--- src/rtl/score_pkg.sv ---
// ---------------------------------------------------------------------------
// score_pkg
// Shared definitions for the score keeper: default digit count, requester
// index constants, the BCD point values awarded to each requester, the
// controller state enum and a helper that pulls one BCD digit of a point
// value out for the digit-serial adder.
// ---------------------------------------------------------------------------
package score_pkg;

    localparam int DIGITS_DEFAULT = 4;

    localparam int REQ_DOT   = 0;
    localparam int REQ_POWER = 1;
    localparam int REQ_GHOST = 2;

    // Point values are held as two BCD digits; every higher digit is zero.
    localparam logic [7:0] PTS_DOT   = 8'h01;
    localparam logic [7:0] PTS_POWER = 8'h05;
    localparam logic [7:0] PTS_GHOST = 8'h20;

    typedef enum logic [1:0] {
        IDLE = 2'd0,
        ADD  = 2'd1,
        ACK  = 2'd2
    } state_t;

    // Return BCD digit 'digit' of the point value owed to requester
    // 'reqIdx'. Unknown requesters earn nothing.
    function automatic logic [3:0] pointDigit(input int reqIdx, input int digit);
        logic [7:0] pts;
        logic [3:0] result;
        pts    = 8'h00;
        result = 4'h0;
        case (reqIdx)
            REQ_DOT:   pts = PTS_DOT;
            REQ_POWER: pts = PTS_POWER;
            REQ_GHOST: pts = PTS_GHOST;
            default:   pts = 8'h00;
        endcase
        if (digit == 0) begin
            result = pts[3:0];
        end else if (digit == 1) begin
            result = pts[7:4];
        end
        return result;
    endfunction

endpackage

--- src/rtl/bcd_digit_add.sv ---
// ---------------------------------------------------------------------------
// bcd_digit_add
// Combinational single-digit BCD adder, shared across all score digits by
// the score keeper.
//   a, b : BCD digits (0-9)
//   cin  : carry in from the previous digit
//   sum  : BCD result digit (0-9)
//   cout : carry out to the next digit
// ---------------------------------------------------------------------------
module bcd_digit_add (
    input  logic [3:0] a,
    input  logic [3:0] b,
    input  logic       cin,
    output logic [3:0] sum,
    output logic       cout
);

    logic [4:0] w_raw;
    logic [4:0] w_adj;

    // Binary sum of two BCD digits plus carry is at most 19; anything above
    // 9 wraps by subtracting ten and produces a decimal carry.
    assign w_raw = {1'b0, a} + {1'b0, b} + {4'b0000, cin};
    assign w_adj = w_raw - 5'd10;

    always_comb begin
        sum  = w_raw[3:0];
        cout = 1'b0;
        if (w_raw > 5'd9) begin
            sum  = w_adj[3:0];
            cout = 1'b1;
        end
    end

endmodule

--- src/rtl/score_keeper.sv ---
// ---------------------------------------------------------------------------
// score_keeper
// Arcade-style BCD score keeper. Point-award requests from several sources
// are arbitrated (highest index wins), added one BCD digit per clock using a
// single shared digit adder, acknowledged, and committed. The displayed
// score only updates on frame boundaries so it never tears mid-frame.
//   clk_pix     : pixel clock, sole clock domain
//   rst_pix     : asynchronous active-high reset
//   clear       : synchronous new-game clear, overrides everything
//   frame_start : one-cycle pulse at the start of each video frame
//   req         : per-requester award request levels, held until acked
//   ack         : one-hot, one-cycle completion pulse
//   busy        : high while an award is being processed
//   score_disp  : frame-stable BCD score, digit 0 in the LSBs
//   sat         : sticky saturation flag
// ---------------------------------------------------------------------------
module score_keeper
    import score_pkg::*;
#(
    parameter int DIGITS = DIGITS_DEFAULT,
    parameter int NREQ   = 3
) (
    input  logic                  clk_pix,
    input  logic                  rst_pix,
    input  logic                  clear,
    input  logic                  frame_start,
    input  logic [NREQ-1:0]       req,
    output logic [NREQ-1:0]       ack,
    output logic                  busy,
    output logic [4*DIGITS-1:0]   score_disp,
    output logic                  sat
);

    localparam int IDX_W = (DIGITS > 1) ? $clog2(DIGITS) : 1;
    localparam int GNT_W = (NREQ > 1) ? $clog2(NREQ) : 1;
    localparam logic [IDX_W-1:0]    LAST_IDX = IDX_W'(DIGITS - 1);
    localparam logic [4*DIGITS-1:0] ALL_NINES = {DIGITS{4'h9}};

    state_t              r_state;
    logic [GNT_W-1:0]    r_grant;
    logic [IDX_W-1:0]    r_idx;
    logic                r_carry;
    logic                r_ovf;
    logic [4*DIGITS-1:0] r_work;
    logic [4*DIGITS-1:0] r_committed;
    logic [4*DIGITS-1:0] r_disp;
    logic                r_sat;
    logic [NREQ-1:0]     r_ack;
    logic                r_busy;

    logic [GNT_W-1:0]    w_grantIdx;
    logic [NREQ-1:0]     w_grantOneHot;
    logic [3:0]          w_digitA;
    logic [3:0]          w_digitB;
    logic [3:0]          w_sum;
    logic                w_cout;

    // Fixed-priority arbiter: scanning upward lets the highest set index
    // overwrite lower ones, so ghost beats power beats dot.
    always_comb begin
        w_grantIdx = '0;
        for (int i = 0; i < NREQ; i++) begin
            if (req[i]) begin
                w_grantIdx = GNT_W'(i);
            end
        end
    end

    assign w_grantOneHot = NREQ'(1) << r_grant;

    // The digit currently being worked on and the matching digit of the
    // granted point value feed the one shared adder.
    assign w_digitA = r_work[r_idx*4 +: 4];
    assign w_digitB = pointDigit(int'(r_grant), int'(r_idx));

    bcd_digit_add u_digitAdd (
        .a    (w_digitA),
        .b    (w_digitB),
        .cin  (r_carry),
        .sum  (w_sum),
        .cout (w_cout)
    );

    // Controller. IDLE grants a request and snapshots the committed score
    // into the working score; ADD walks the digits from least significant
    // upward carrying between them; ACK pulses the acknowledge and commits
    // the result (or all nines on overflow). The display register is
    // reloaded from the committed score only on frame_start, and because the
    // commit in ACK lands on the same edge, a coincident frame_start sees the
    // previous committed value. clear takes precedence over all of it, so an
    // award in flight is simply dropped without an ack.
    always_ff @(posedge clk_pix or posedge rst_pix) begin
        if (rst_pix) begin
            r_state     <= IDLE;
            r_grant     <= '0;
            r_idx       <= '0;
            r_carry     <= 1'b0;
            r_ovf       <= 1'b0;
            r_work      <= '0;
            r_committed <= '0;
            r_disp      <= '0;
            r_sat       <= 1'b0;
            r_ack       <= '0;
            r_busy      <= 1'b0;
        end else if (clear) begin
            r_state     <= IDLE;
            r_grant     <= '0;
            r_idx       <= '0;
            r_carry     <= 1'b0;
            r_ovf       <= 1'b0;
            r_work      <= '0;
            r_committed <= '0;
            r_disp      <= '0;
            r_sat       <= 1'b0;
            r_ack       <= '0;
            r_busy      <= 1'b0;
        end else begin
            if (frame_start) begin
                r_disp <= r_committed;
            end
            case (r_state)
                IDLE: begin
                    r_ack <= '0;
                    if (|req) begin
                        r_grant <= w_grantIdx;
                        r_idx   <= '0;
                        r_carry <= 1'b0;
                        r_work  <= r_committed;
                        r_busy  <= 1'b1;
                        r_state <= ADD;
                    end
                end
                ADD: begin
                    r_work[r_idx*4 +: 4] <= w_sum;
                    r_carry              <= w_cout;
                    if (r_idx == LAST_IDX) begin
                        r_ovf   <= w_cout;
                        r_ack   <= w_grantOneHot;
                        r_state <= ACK;
                    end else begin
                        r_idx <= r_idx + 1'b1;
                    end
                end
                ACK: begin
                    r_ack <= '0;
                    if (r_ovf) begin
                        r_committed <= ALL_NINES;
                        r_work      <= ALL_NINES;
                        r_sat       <= 1'b1;
                    end else begin
                        r_committed <= r_work;
                    end
                    r_idx   <= '0;
                    r_carry <= 1'b0;
                    r_busy  <= 1'b0;
                    r_state <= IDLE;
                end
                default: begin
                    r_ack   <= '0;
                    r_busy  <= 1'b0;
                    r_state <= IDLE;
                end
            endcase
        end
    end

    assign ack        = r_ack;
    assign busy       = r_busy;
    assign score_disp = r_disp;
    assign sat        = r_sat;

endmodule

--- config.mk ---
export PLATFORM = sky130hd
export DESIGN_NAME = score_keeper
export DESIGN_NICKNAME = d
export VERILOG_FILES = /design/src/rtl/score_pkg.sv /design/src/rtl/bcd_digit_add.sv /design/src/rtl/score_keeper.sv
export SDC_FILE = /design/constraint.sdc
export NUM_CORES = 1
export LEC_CHECK = 0
export CORE_ASPECT_RATIO = 2
export CORE_MARGIN = 2
export CORE_UTILIZATION = 43
export CTS_CLUSTER_SIZE = 12
export DETAILED_ROUTE_END_ITERATION = 7
export PLACE_DENSITY_LB_ADDON = 0.12
export SLEW_MARGIN = 10
export SYNTH_ARGS = -nofsm -noshare
export SYNTH_HDL_FRONTEND = slang
export SYNTH_SLANG_ARGS = --single-unit
--- constraint.sdc ---
create_clock -name clk_pix -period 9.69 [get_ports clk_pix]
set_input_delay 1.938 -clock clk_pix [delete_from_list [all_inputs] [get_ports clk_pix]]
set_output_delay 1.938 -clock clk_pix [all_outputs]
set_load 0.005 [all_outputs]
-- Word-level counts from Yosys, hierarchy flattened
Cells that the tools add are included.
W data, S select, Z words.
- register bits after elaboration: 61
- word-level logic and storage cells: 92
- add/sub/neg operators: 5
- $lt $le $gt $ge: 1
- eq/ne operators: 10
- shift operators: 4
- muxes and demuxes: 42
- reduce and logical (&&, ||, !) cells: 19
- operators by type and width (cell ; count):
    $mux W16 ; 7
    $pmux W16 S3 ; 1
    $neg A4 Y34 ; 1
    $shift A4 B34 Y16 const A ; 1
    $shiftx A4 B34 Y16 ; 1
    $mux W2 ; 10
    $pmux W6 S3 ; 1
    $bwmux W16 ; 1
    $shiftx A16 B5 Y4 ; 1
    $reduce_bool A2 Y1 ; 7
    $mux W1 ; 12
    $mux W4 ; 3
    $reduce_and A2 Y1 ; 6
    $mux W3 ; 3
    $ne A3 B3 Y1 const B ; 3
    $eq A2 B2 Y1 const B ; 4
    $logic_not A2 Y1 ; 3
    $pmux W2 S3 ; 1
    $add A4 B4 Y5 ; 1
    $add A5 B1 Y5 ; 1
    $gt A5 B4 Y1 const B ; 1
    $eq A2 B1 Y1 const B ; 2
    $pmux W2 S2 ; 1
    $reduce_bool A4 Y1 ; 1
    8 further kinds ; 8

-- Logic depth before layout (Yosys ltp)
Gate-level depths: netlist of the first run.
- word-level depth: 12
- mapped depth: 16
- mapped depth without buffers: 15

-- Cells and area by module
A second synthesis of the first run with hierarchy kept.
- cells, all modules: 349
- area total of the unflattened synthesis: 3550.9 um^2
- by module, submodules not included (module ; instances ; cells an instance ; area each (um^2) ; seq. area each (um^2)):
    score_keeper ; 1 ; 327 ; 3339.5 ; 1526.5
    bcd_digit_add ; 1 ; 22 ; 211.5 ; 0.0

-- Worst setup path after synthesis of the first run
OpenSTA, ideal clock, no wires.
- path type: in2reg
- from: in req[0]
- to: reg r_idx[0]
- setup time: 132 ps
- data arrival time: 3322 ps
- data required time: 9558 ps
- path slack: 6236 ps
- stages on the path: 7
- buffers on the path: 2
- cells stage by stage: or4b_1 > clkbuf_1 > o31ai_1 > clkbuf_1 > nor3_1 > a21oi_1 > nor2_1
- cells in the longest elaborated chain, start to end: 3
- ends and longest elaborated chain (item ; RTL line ; RTL):
    from (decl) ; score_keeper.sv:27 ; input logic [NREQ-1:0] req,
    $reduce_or A3 Y1 ; score_keeper.sv:124 ; if (|req) begin
    $ne A3 B3 Y1 (no line) ; n/a ;
    $reduce_and A3 Y1 (no line) ; n/a ;
    to (signal assigned) ; score_keeper.sv:141 ; r_idx <= r_idx + 1'b1;
    to (decl) ; score_keeper.sv:41 ; logic [IDX_W-1:0] r_idx;
No other way between the ends.
A chain may end at the register's enable or synchronous reset.

-- Worst setup path in the final report of the first run
- from: reg r_idx[0]
- to: reg r_work[5]
- cells in the longest elaborated chain, start to end: 11
- elaborated cells between the ends (all ways): 16
- those cells by class: add/sub: 4; order compare: 1; eq/ne: 1; shift: 3; mux: 6; reduce/logical: 1
- ends and longest elaborated chain (item ; RTL line ; RTL):
    parallel branches: the longest is 8 deep, another holds $add A4 B4 Y5 ; n/a ;
    $bwmux W16 (*) ; score_keeper.sv:134 ; r_work[r_idx*4 +: 4] <= w_sum;
    $pmux W16 S3 (*) ; score_keeper.sv:121 ; case (r_state)
    $mux W16 (*) ; score_keeper.sv:105 ; end else if (clear) begin
    to (signal assigned) ; score_keeper.sv:128 ; r_work <= r_committed;
    to (signal, indexed assignment) ; score_keeper.sv:134 ;
    to (decl) ; score_keeper.sv:44 ; logic [4*DIGITS-1:0] r_work;
Every way passes the cells marked *.

==> summary.txt, run 1 <==
Placed design
  • PortBufs: 27
  • Area post-placement: 4001 sq um
  • Detailed placer's ending HPWL: 6.699 mm
  • Gpl congestion: 0.8571

Synthesis
  • Post-synth top flop: dfrtp_1
  • Yosys cell types: 57
  • Area leader, netlist: dfrtp_1
  • Synth Cell Area: 3679 sq um
  • Seq/Total Area, Yosys: 41.50%
  • Synth top area cells: dfrtp_1, nor2_1, mux2i_1
  • Post-synth EDFFs: 0
  • Yosys reg bits: 61
  • Mean Syn Cell Area: 9.151 sq um
  • Synth warn: 0
  • Mapped Nets: 424
  • Post-synth top area share: 41.50%
  • Async SR Flop Fraction: 100.0%
  • Mapped Cells: 402

Layout
  • Layout area overhead: 17.35%
  • Highest-count cells in the layout ignoring fill and taps: nor2_1, dfrtp_1, a21oi_1
  • Commonest non-fill, non-tap cell in the layout: nor2_1
  • Layout cells sized above 1: 8.057%
  • Final Instance Area: 4317 sq um
  • Final #Nets: 440
  • # diodes: 0

Clock tree
  • CTS Buf Count: 9
  • CTS tree: yes
  • Reg clk slew, reported paths: 50 ps
  • Worst skew pair latency: 330 ps
  • Clock Tree Root: clkbuf_16
  • CTS max path bufs: 2
  • Clock Sinks: 61
  • Post-cts resize count: 0
  • Setup bufs post-CTS: 0
  • Cts hold-fix bufs: 0
  • H-tree Lvls: 3

Power and ir drop
  • Leak pwr: 0.001778 uW
  • Worst vdd ir: 0.1334 mV
  • Power Density: 255.1 nW/um^2

Setup path
  • Largest delay share family, worst path: simple AND/OR/NAND/NOR gates
  • Slowest stage delay, CP: 680 ps
  • Worst Path Arrival: 4360 ps
  • Crit path from: r_idx[0]$_DFFE_PP0P_
  • CP Data Required Time: 9900 ps
  • Crit path capture type: register
  • WS Path Type: reg -> reg
  • Bufs and invs on worst path: 2
  • Crit path max fanout: 13
  • Worst-path cell chain: inv_1 > ha_1 > nor4b_1 > fa_1 > xor2_1 > inv_1 > ha_1 > nand2_1 > o31ai_1 > a21boi_1 > nor3_2 > o21ai_2 > o311ai_1
  • Critical Path Start Type: register
  • Worst r2r src: r_idx[0]$_DFFE_PP0P_
  • Critical-path top delay cell: dfrtp_1

STA
  • Fin Clk Skew: 8.515 ps
  • Slew headroom: 36.09%
  • Final Hold Viols: 0
  • RSZ-0062 raised after global routing: false
  • Setup TNS: 0 ps
  • Final setup violation count: 0
  • Post-layout min period: 4147 ps
  • Fin. max-slew vios: 0
  • Part of the cycle the worst path needs: 42.80%
  • F_max: 241.1 MHz
  • Worst-margin pin slew: 945.4 ps

Die
  • IO Count: 28
  • Core ar.: 8292 sq um
  • Die span in y: 134.8 um
  • Die W: 69.40 um
  • Total die area: 9355 sq um
  • Rows: 47
  • Initial core utilization: 44.36%

GRT
  • Initial antenna violation count: 0
  • Pin count of the biggest net entering global routing: 62
  • Total track usage: 21.70%
  • First-pass GRT wire length: 15.85 mm
  • Vias in the first global route: 3059
  • GR Overflow Total: 0

Routing
  • Iteration-0 DRC Markers: 201
  • DR DRC count: 0
  • Routed WL: 9.698 mm
  • First drt pass iteration count: 4
  • Via Count: 3052
  • Via density: 5.869
  • Per-cell routed wire length: 18.65 um
  • Antenna Nets Post-Route: 0

Min path
  • Min-delay src: sat$_DFFE_PP0P_
  • Hold Path Class: reg -> reg

Flow run
  • Max-cap viol count: 0

Outcome
  • Status: completed
[kinds of logic (layout without fill, tap and decap cells)]
family	after synthesis	count (layout)	share of synthesized area [%]
flip-flops	61	61	41.50
AND/OR/NAND/NOR	138	138	18.23
multiplexers	21	21	7.381
adder cells (fa/ha/maj)	15	15	5.510
XOR/XNOR	1	1	0.2381
AO/OA/AOI/OAI	117	117	21.87
buffers and inverters	49	69	5.272
[cell type report]
cell class	count	area, sq um
timing repair buffer	33	310.3
multi-input combinational	292	1963
tap	98	122.6
sequential	61	1526
clock buffer	11	242.7
fill	770	3975
clock inverter	4	72.57
inverter	21	78.83
[metrics by stage]
step           utilization [%]  setup WS, ps  total power, uW  hold slack (ps)  std cells
6_report                 52.06          5543             1101            500.0        520
5_1_grt                  52.06          5058             1173            537.6        520
4_1_cts                  52.06          5561             1105            508.0        520
3_5_place_dp             48.26          5443            758.1            496.2        505
3_3_place_gp             48.26          5492            752.4            480.8        505
2_1_floorplan                -          6236            645.6            490.6        402
[per-layer routing]
| layer | up-vias | global-route usage [%] | share of wire [%] | wire length (um) |
|---|---|---|---|---|
| met5 | - | 0 | 0 | 0 |
| met4 | 0 | 12.09 | 4.3 | 419 |
| met3 | 29 | 4.030 | 3.8 | 365 |
| met2 | 79 | 36.65 | 52 | 5016 |
| met1 | 1471 | 25.80 | 40 | 3897 |
| li1 | 1473 | - | - | - |
[cells in the mapped netlist, types with 4 or more instances]
cell type,n
buf_1,6
a21oi_1,32
o31ai_1,4
mux2i_1,17
dfrtp_1,61
inv_1,21
nand2b_1,15
nand3_1,6
nor2b_1,4
clkbuf_1,19
nand2_1,19
o22ai_1,4
o32ai_1,5
a22oi_1,4
a211oi_1,10
nand3b_1,9
o21ai_0,21
ha_1,13
nor2_1,65
o211ai_1,9
nor3_1,8
[sequential cells by signal (all words and copies together) (netlist names)]
| signal | count |
|---|---|
| r_idx | 2 |
| r_carry | 1 |
| score_disp | 16 |
| busy | 1 |
| r_ovf | 1 |
| ack | 3 |
| r_grant | 2 |
| r_work | 16 |
| r_committed | 16 |
| sat | 1 |
| r_state | 2 |
[worst min-delay path, delay by kind of cell, from the launching register on]
kind / cells / cell delay, ps
AND/OR/NAND/NOR: 2 / 120
flip-flops: 1 / 340
[worst paths after layout]
check,slack [ps],to,cells after the start
max in group asynchronous,7000,r_committed[1]$_DFFE_PP0P_,3
hold / removal,500,sat$_DFFE_PP0P_,2
setup reg to reg,5540,r_work[5]$_DFFE_PP0P_,13
setup / recovery,5540,r_work[5]$_DFFE_PP0P_,13
min in group asynchronous,2160,score_disp[3]$_DFFE_PP0P_,3
hold reg to reg,500,sat$_DFFE_PP0P_,2
[report_power, final]
part           total [uW]  leakage (uW)  internal, uW  switching [uW]
Combinational         428      0.000786           156             272
Clock                 342      0.000152           230             112
Sequential            331      0.000840           291            39.7
Note: power is estimated with default switching activity, not from simulation.
==> run 2: changes to the inputs <==
==> constraint.sdc (replaced) <==
create_clock -name clk_pix -period 4.31 [get_ports clk_pix]
set_input_delay 0.862 -clock clk_pix [delete_from_list [all_inputs] [get_ports clk_pix]]
set_output_delay 0.862 -clock clk_pix [all_outputs]
set_load 0.005 [all_outputs]
==> summary.txt, run 2 (same netlist as run 1, synthesis figures left out) <==
GRT
  • Initial antenna violation count: 0
  • GR Overflow Total: 0
  • Vias in the first global route: 3200
  • Pin count of the biggest net entering global routing: 59
  • Total track usage: 22.69%
  • First-pass GRT wire length: 16.63 mm

Clock tree
  • CTS tree: yes
  • Cts hold-fix bufs: 0
  • Clock Tree Root: clkbuf_16
  • CTS max path bufs: 2
  • H-tree Lvls: 3
  • Reg clk slew, reported paths: 50 ps
  • Clock Sinks: 61
  • CTS Buf Count: 9
  • Worst skew pair latency: 330 ps

STA
  • Worst-margin pin slew: 949.0 ps
  • Setup TNS: 0 ps
  • Fin. max-slew vios: 0
  • RSZ-0062 raised after global routing: false
  • Post-layout min period: 3973 ps
  • Final setup violation count: 0
  • Final Hold Viols: 0
  • Part of the cycle the worst path needs: 92.18%
  • Slew headroom: 36.53%
  • Fin Clk Skew: 5.931 ps
  • F_max: 251.7 MHz

Die
  • IO Count: 28
  • Core ar.: 8292 sq um
  • Die W: 69.40 um
  • Total die area: 9355 sq um
  • Die span in y: 134.8 um
  • Initial core utilization: 44.36%
  • Rows: 47

Layout
  • Layout cells sized above 1: 8.491%
  • Final #Nets: 441
  • Highest-count cells in the layout ignoring fill and taps: nor2_1, dfrtp_1, a21oi_1
  • # diodes: 0
  • Commonest non-fill, non-tap cell in the layout: nor2_1
  • Layout area overhead: 17.52%
  • Final Non-Filler Cells: 522

Outcome
  • Status: completed

Placed design
  • PortBufs: 27
  • Dpl cells: 506
  • Gpl congestion: 0.8825
  • Detailed placer's ending HPWL: 7.155 mm

Power and ir drop
  • Power Density: 574.7 nW/um^2
  • Leak pwr: 0.001785 uW
  • Worst vdd ir: 0.2595 mV

Setup path
  • R2R depth: 14
  • Worst r2r src: r_idx[0]$_DFFE_PP0P_
  • Crit path max fanout: 13
  • Reg2reg setup slack: 340 ps
  • Worst Path Arrival: 4200 ps
  • WS Path Type: reg -> reg
  • CP Data Required Time: 4540 ps
  • Crit path capture type: register
  • Critical Path Start Type: register
  • Reg2reg end: r_work[5]$_DFFE_PP0P_

Routing
  • Antenna Nets Post-Route: 0
  • Via density: 6.195
  • Via Count: 3234
  • Per-cell routed wire length: 19.44 um
  • Routed WL: 10.15 mm
  • First drt pass iteration count: 6
  • DR DRC count: 0
  • Iteration-0 DRC Markers: 233

Min path
  • Hold Path Class: reg -> reg
  • Min-delay src: sat$_DFFE_PP0P_
  • Min-Delay Path Depth: 2
  • Hold worst-path end: sat$_DFFE_PP0P_

Flow run
  • Max-cap viol count: 0
## run 2: cell types whose count changed in the layout (fill, tap and decap cells not counted), sizes merged
cell	change
clkinv	+2
buf	+1
clkinvlp	-1
## run 2: stage by stage
stage                     power (uW)  hold slack (ps)  setup slack [ps]  cell area [sq um]  util, %
after floorplan                 1452            490.6             915.0               3679        -
after global placement          1700            480.9             554.1               4009    48.35
after detailed placement        1711            504.2             430.1               4009    48.35
after CTS                       2479            515.9             401.4               4317    52.06
after global routing            2631            543.2             81.40               4323    52.14
final                           2485            501.8             336.8               4323    52.14
## run 2: worst max path at each step
stage | startpoint | endpoint | slack [ps] | depth (start not counted)
global route | r_idx[0]$_DFFE_PP0P_ | r_work[9]$_DFFE_PP0P_ | 80 | 14
global placement | r_idx[0]$_DFFE_PP0P_ | r_work[13]$_DFFE_PP0P_ | 550 | 14
CTS | r_idx[0]$_DFFE_PP0P_ | r_work[5]$_DFFE_PP0P_ | 400 | 13
detailed placement | r_idx[0]$_DFFE_PP0P_ | r_work[5]$_DFFE_PP0P_ | 430 | 14
finish | r_idx[0]$_DFFE_PP0P_ | r_work[5]$_DFFE_PP0P_ | 340 | 14
floorplan | r_idx[0]$_DFFE_PP0P_ | r_work[14]$_DFFE_PP0P_ | 920 | 15
## run 2: critical path, stage by stage (launching register included)
cell	delay [ps]
dfrtp_1	640
mux4_1	620
inv_1	80
fa_1	180
inv_1	60
fa_1	430
xor2_1	320
inv_1	120
ha_1	250
nand2_1	100
o31ai_1	130
a21boi_1	190
nor3_2	350
o21ai_2	100
o311ai_1	300
## run 2: timing repair
action	in CTS	in global routing
endpoints found under the setup margin	0	3
resized for setup	0	1
setup buffers	0	0
## run 2: final cells by class
| cell class | count | area, sq um |
|---|---|---|
| clock buffers | 11 | 232.7 |
| clock inverters | 5 | 75.07 |
| fillers | 775 | 3969 |
| inverters | 21 | 78.83 |
| multi-input cells | 292 | 1969 |
| flip-flops and latches | 61 | 1526 |
| well taps | 98 | 122.6 |
| repair buffers | 34 | 317.8 |
## run 2: where the power goes
| group | internal (uW) | leakage (uW) | switching (uW) | total (uW) |
|---|---|---|---|---|
| combinational | 356 | 0.000792 | 621 | 977 |
| clock | 503 | 0.000153 | 255 | 758 |
| sequential | 655 | 0.000840 | 94.3 | 749 |
## run 2: routing by layer
metal / global-route usage [%] / vias to the layer above / routed length, um
met5: 0 / - / 0
met4: 11.22 / 0 / 398
met3: 4.104 / 36 / 438
met2: 39.74 / 110 / 5311
met1: 26.35 / 1601 / 4000
li1: - / 1487 / -
